--- src/rtl/mtimer_tresp.sv ---
// rtl/mtimer_tresp.sv - machine timer (mtime/mtimecmp) behind a one-entry request/response port
module mtimer_tresp #(
    parameter int unsigned C_PRESCALE = 1
) (
    input  logic        clk_i,
    input  logic        clk_en_i,
    input  logic        resetb_i,
    output logic        treqready_o,
    input  logic        treqvalid_i,
    input  logic        treqdvalid_i,
    input  logic [31:0] treqaddr_i,
    input  logic [31:0] treqdata_i,
    input  logic        trspready_i,
    output logic        trspvalid_o,
    output logic [31:0] trspdata_o,
    output logic        irq_timer_o
);

    localparam logic [15:0] PRESC_LAST = 16'(C_PRESCALE - 1);

    logic [15:0] presc_q, presc_d;
    logic [63:0] mtime_q, mtime_d;
    logic [63:0] mtimecmp_q, mtimecmp_d;
    logic        irq_q, irq_d;
    logic        rsp_valid_q, rsp_valid_d;
    logic [31:0] rsp_data_q, rsp_data_d;

    logic        acc;
    logic        ret;
    logic        tick;
    logic        wr;
    logic [1:0]  sel;
    logic [31:0] rd_data;
    logic        unused_addr;

    assign unused_addr = ^{treqaddr_i[31:4], treqaddr_i[1:0]};

    // Handshake terms: the buffer frees up in the same cycle it is being drained
    assign treqready_o = ~rsp_valid_q | trspready_i;
    assign trspvalid_o = rsp_valid_q;
    assign trspdata_o  = rsp_data_q;
    assign irq_timer_o = irq_q;

    assign acc  = clk_en_i & treqvalid_i & treqready_o;
    assign ret  = clk_en_i & rsp_valid_q & trspready_i;
    assign tick = clk_en_i & (presc_q == PRESC_LAST);
    assign wr   = acc & treqdvalid_i;
    assign sel  = treqaddr_i[3:2];

    // Read mux returns the register contents as they stand before the accepting edge
    always_comb begin
        rd_data = 32'h0;
        case (sel)
            2'd0:    rd_data = mtime_q[31:0];
            2'd1:    rd_data = mtime_q[63:32];
            2'd2:    rd_data = mtimecmp_q[31:0];
            default: rd_data = mtimecmp_q[63:32];
        endcase
    end

    // Prescaler wraps after C_PRESCALE enabled cycles; the wrap cycle is the tick
    always_comb begin
        presc_d = presc_q;
        if (clk_en_i) begin
            presc_d = tick ? 16'd0 : presc_q + 16'd1;
        end
    end

    // mtime: a write to either half suppresses that cycle's increment entirely
    always_comb begin
        mtime_d = mtime_q;
        if (wr && sel == 2'd0) begin
            mtime_d = {mtime_q[63:32], treqdata_i};
        end else if (wr && sel == 2'd1) begin
            mtime_d = {treqdata_i, mtime_q[31:0]};
        end else if (tick) begin
            mtime_d = mtime_q + 64'd1;
        end
    end

    // mtimecmp only changes through half-word writes
    always_comb begin
        mtimecmp_d = mtimecmp_q;
        if (wr && sel == 2'd2) begin
            mtimecmp_d = {mtimecmp_q[63:32], treqdata_i};
        end else if (wr && sel == 2'd3) begin
            mtimecmp_d = {treqdata_i, mtimecmp_q[31:0]};
        end
    end

    // Interrupt compares the values the registers will hold after this edge
    always_comb begin
        irq_d = irq_q;
        if (clk_en_i) begin
            irq_d = (mtime_d >= mtimecmp_d);
        end
    end

    // Response buffer: a new acceptance overwrites a retiring entry for full throughput
    always_comb begin
        rsp_valid_d = rsp_valid_q;
        rsp_data_d  = rsp_data_q;
        if (acc) begin
            rsp_valid_d = 1'b1;
            rsp_data_d  = treqdvalid_i ? 32'h0 : rd_data;
        end else if (ret) begin
            rsp_valid_d = 1'b0;
        end
    end

    // State register with synchronous active-low reset that overrides the clock enable
    always_ff @(posedge clk_i) begin
        if (!resetb_i) begin
            presc_q     <= 16'd0;
            mtime_q     <= 64'd0;
            mtimecmp_q  <= 64'hFFFF_FFFF_FFFF_FFFF;
            irq_q       <= 1'b0;
            rsp_valid_q <= 1'b0;
            rsp_data_q  <= 32'h0;
        end else begin
            presc_q     <= presc_d;
            mtime_q     <= mtime_d;
            mtimecmp_q  <= mtimecmp_d;
            irq_q       <= irq_d;
            rsp_valid_q <= rsp_valid_d;
            rsp_data_q  <= rsp_data_d;
        end
    end

endmodule
--- config.mk ---
export PLATFORM = sky130hd
export DESIGN_NAME = mtimer_tresp
export DESIGN_NICKNAME = d
export VERILOG_FILES = /design/src/rtl/mtimer_tresp.sv
export SDC_FILE = /design/constraint.sdc
export NUM_CORES = 1
export LEC_CHECK = 0
export CAP_MARGIN = 40
export CORE_ASPECT_RATIO = 0.7
export CORE_UTILIZATION = 50
export DETAILED_ROUTE_END_ITERATION = 8
export MAX_ROUTING_LAYER = met4
export PLACE_DENSITY = 0.74
export SETUP_SLACK_MARGIN = 0.2
export SYNTH_ARGS = -nofsm -noshare
export SYNTH_HDL_FRONTEND = slang
export SYNTH_SLANG_ARGS = --single-unit
--- constraint.sdc ---
create_clock -name clk_i -period 3.8 [get_ports clk_i]
set_input_delay 0.76 -clock clk_i [delete_from_list [all_inputs] [get_ports clk_i]]
set_output_delay 0.76 -clock clk_i [all_outputs]
set_load 0.02 [all_outputs]
==> flow_summary.yaml <==
synth:
  synth.avg_cell_area_um2: 8.670
  synth_top_area_cell: "dfxtp_1"
  synth-seq-cells: 178
  synth_flop_cell: "dfxtp_1"
  syn_nets: 1371
  yosysUniqueCellTypes: 80
  synthCells: 1234
  synthDominantCellAreaShare_pct: 33.31
  synth-seq-area-share_pct: 33.31
  synth_edf_count: 0
  async_flop_share_pct: 0
  synthTopCellsByArea: "dfxtp_1, ha_1, mux4_2, mux2i_1, nand2_1"
  synth_area_mm2: 0.01070
  ys.warnings.count: 0
floorplanning:
  chipHeight_um: 124.4
  ioPinCount: 105
  core-area_mm2: 0.02087
  initial_utilization_pct: 51.28
  die_area_mm2: 0.02200
  rows: 44
  die_w_um: 176.8
cells_and_area:
  n_fill_cell: 1603
  diodes: 0
  syn_to_final_growth_pct: 36.62
  drive_gt1_share_pct: 27.60
  final_cell_mix: "buf_4, dfxtp_1, nand2_1"
  post-route-util_pct: 70.05
  final_net_count: 1635
  final_common_cell: "buf_4"
  fin_cells: 1787
  design_area_mm2: 0.01462
sta:
  post-route-period-util_pct: 97.76
  slew_headroom_pct: 40.09
  fin_skew_ns: 0.01378
  setup_viol: 0
  finalSetupTns_ns: 0
  worstMarginPinSlew_ns: 0.8986
  hold_viol_final: 0
  fmax_mhz: 269.2
  holdWs_ns: 0.5038
  layout_setup_ws_ns: 0.08514
  grt_setup_unrepaired: "true"
  period_needed_ns: 3.715
  maxSlewViolCount: 0
global_route:
  grtUsageTotal_pct: 35.16
  grtUsageMet3_pct: 9.371
  grt_pass1_wl_um: 57720
  grt_max_degree: 78
  top_usage_layer: "met2"
  grt_pass1_vias: 10627
  grtUsageMet2_pct: 49.92
  grt-ovfl-total: 0
  antenna_found_initial: 0
  use_met1_pct: 48.02
placed_design:
  io_buffers: 74
  placed_cells_incl_taps: 1723
  dp_hpwl_um: 26410
  place_area_mm2: 0.01313
  gp_congestion: 0.9780
  pre_cts_slack_ns: -0.7415
outcome:
  outcome: "finished clean"
routing:
  ant_nets: 0
  via_count: 11148
  wl_per_cell_um: 21.12
  drt_iter0_drc: 1145
  drc_errors: 0
  drt-total-wl_um: 37730
  via_per_inst: 6.238
  dr.pass1.iters: 6
clocking:
  cts_tree: "done"
  clk_pin_slew_ns: 0.07
  clockBufferDepth: 2
  ctsRootBufferMaster: "clkbuf_16"
  numCtsBuffers: 17
  cts_sinks: 178
  clock_latency_ns: 0.46
  hold_buffers: 0
  cts-htree-levels: 4
power:
  ir_worst_vdd_mv: 0.2909
  pwr_density_cell_mw_per_mm2: 304.4
  total_power_mw: 4.450
  p_leak_nw: 6.089
critical_path:
  required_ns: 4.19
  start_kind: "register"
  critPathCaptureType: "register"
  critical_path_class: "reg2reg"
  cp.arrival_ns: 4.10
  rr_startpoint: "mtime_q[17]"
  critPathMaxFanout: 6
  crit_start: "mtime_q[17]"
run:
  cap_violations: 0
hold_path:
  hp-start: "trspdata_o[3]"
  hold_class: "reg2reg"
layout make-up:
| cell class | count | area (um^2) | share of cell area (%) |
|---|---|---|---|
| Clock buffer | 18 | 429.2 | 2.936 |
| Clock inverter | 14 | 200.2 | 1.370 |
| Inverter | 21 | 81.33 | 0.5564 |
| Multi-Input combinational cell | 962 | 7238 | 49.52 |
| Sequential cell | 178 | 3585 | 24.52 |
| Tap cell | 276 | 345.3 | 2.363 |
| Timing Repair Buffer | 318 | 2738 | 18.73 |
report_power, final:
part / switching, mW / leakage, nW / total [mW] / internal [mW]
Clock: 0.825 / 0.298 / 1.94 / 1.11
Sequential: 0.0378 / 1.45 / 1.94 / 1.90
Combinational: 0.303 / 4.34 / 0.573 / 0.270
Total: 1.17 / 6.09 / 4.45 / 3.28
timing repair:
item,CTS,global route
resized for setup,80,48
endpoints found under the hold margin,0,0
setup buffers,15,15
pin swaps,43,27
cloned,1,1
setup endpoints to repair,1,1
critical path, cell delays in order (launching register included):
cell and delay (ns):
dfxtp_4 0.38, nand4_4 0.19, or4_4 0.58, or2_4 0.29, or4_4 0.45, a21oi_4 0.18
o211a_1 0.20, ha_4 0.15, nand4_1 0.21, nor4_2 0.39, buf_4 0.17, a41oi_2 0.11
o211ai_1 0.15, nor3_2 0.06, o21ai_1 0.15
synthesized netlist by cell type (all sizes together), types with 3 or more instances:
cell type and instances:
a211oi 29, a21oi 65, a22oi 34, a31oi 7
and2 11, and3 19, and4 13, buf 23
clkbuf 50, dfxtp 178, ha 67, inv 20
mux2i 67, mux4 32, nand2 148, nand2b 5
nand3 42, nand4 35, nor2 140, nor2b 7
nor3 54, nor4 39, o211a 5, o211ai 5
o21a 10, o21ai 24, o22ai 3, o311ai 3
or2 6, or3 7, or4 6, xnor2 24
xor2 20
layer usage:
layer,vias up,share of wire (%)
met3,105,11
li1,5098,-
met2,655,43
met1,5290,43
met5,-,0
met4,0,2.9
sequential cells by signal, summed over array words and instances, names as in the netlist:
name and cells:
mtime_q 64, mtimecmp_q 64, trspdata_o 32, presc_q 16
irq_timer_o 1, trspvalid_o 1
worst paths after layout:
check	cells past startpoint	endpoint	slack, ns
worst max-delay path	14	irq_timer_o	0.09
worst min-delay path	2	trspdata_o[3]	0.50
worst max register to register	14	irq_timer_o	0.09
worst min register to register	2	trspdata_o[3]	0.50
cell families after synthesis:
group | count (synthesis) | share of synthesized area [%]
AOI/OAI and AO/OA | 211 | 13.26
DFF | 178 | 33.31
xor gates and xnor gates | 44 | 3.602
and+or+nand+nor | 540 | 24.96
adders and majority gates | 67 | 7.835
muxes | 100 | 13.14
buffers and inverters | 94 | 3.894
Power figures use the tool's default switching activity.
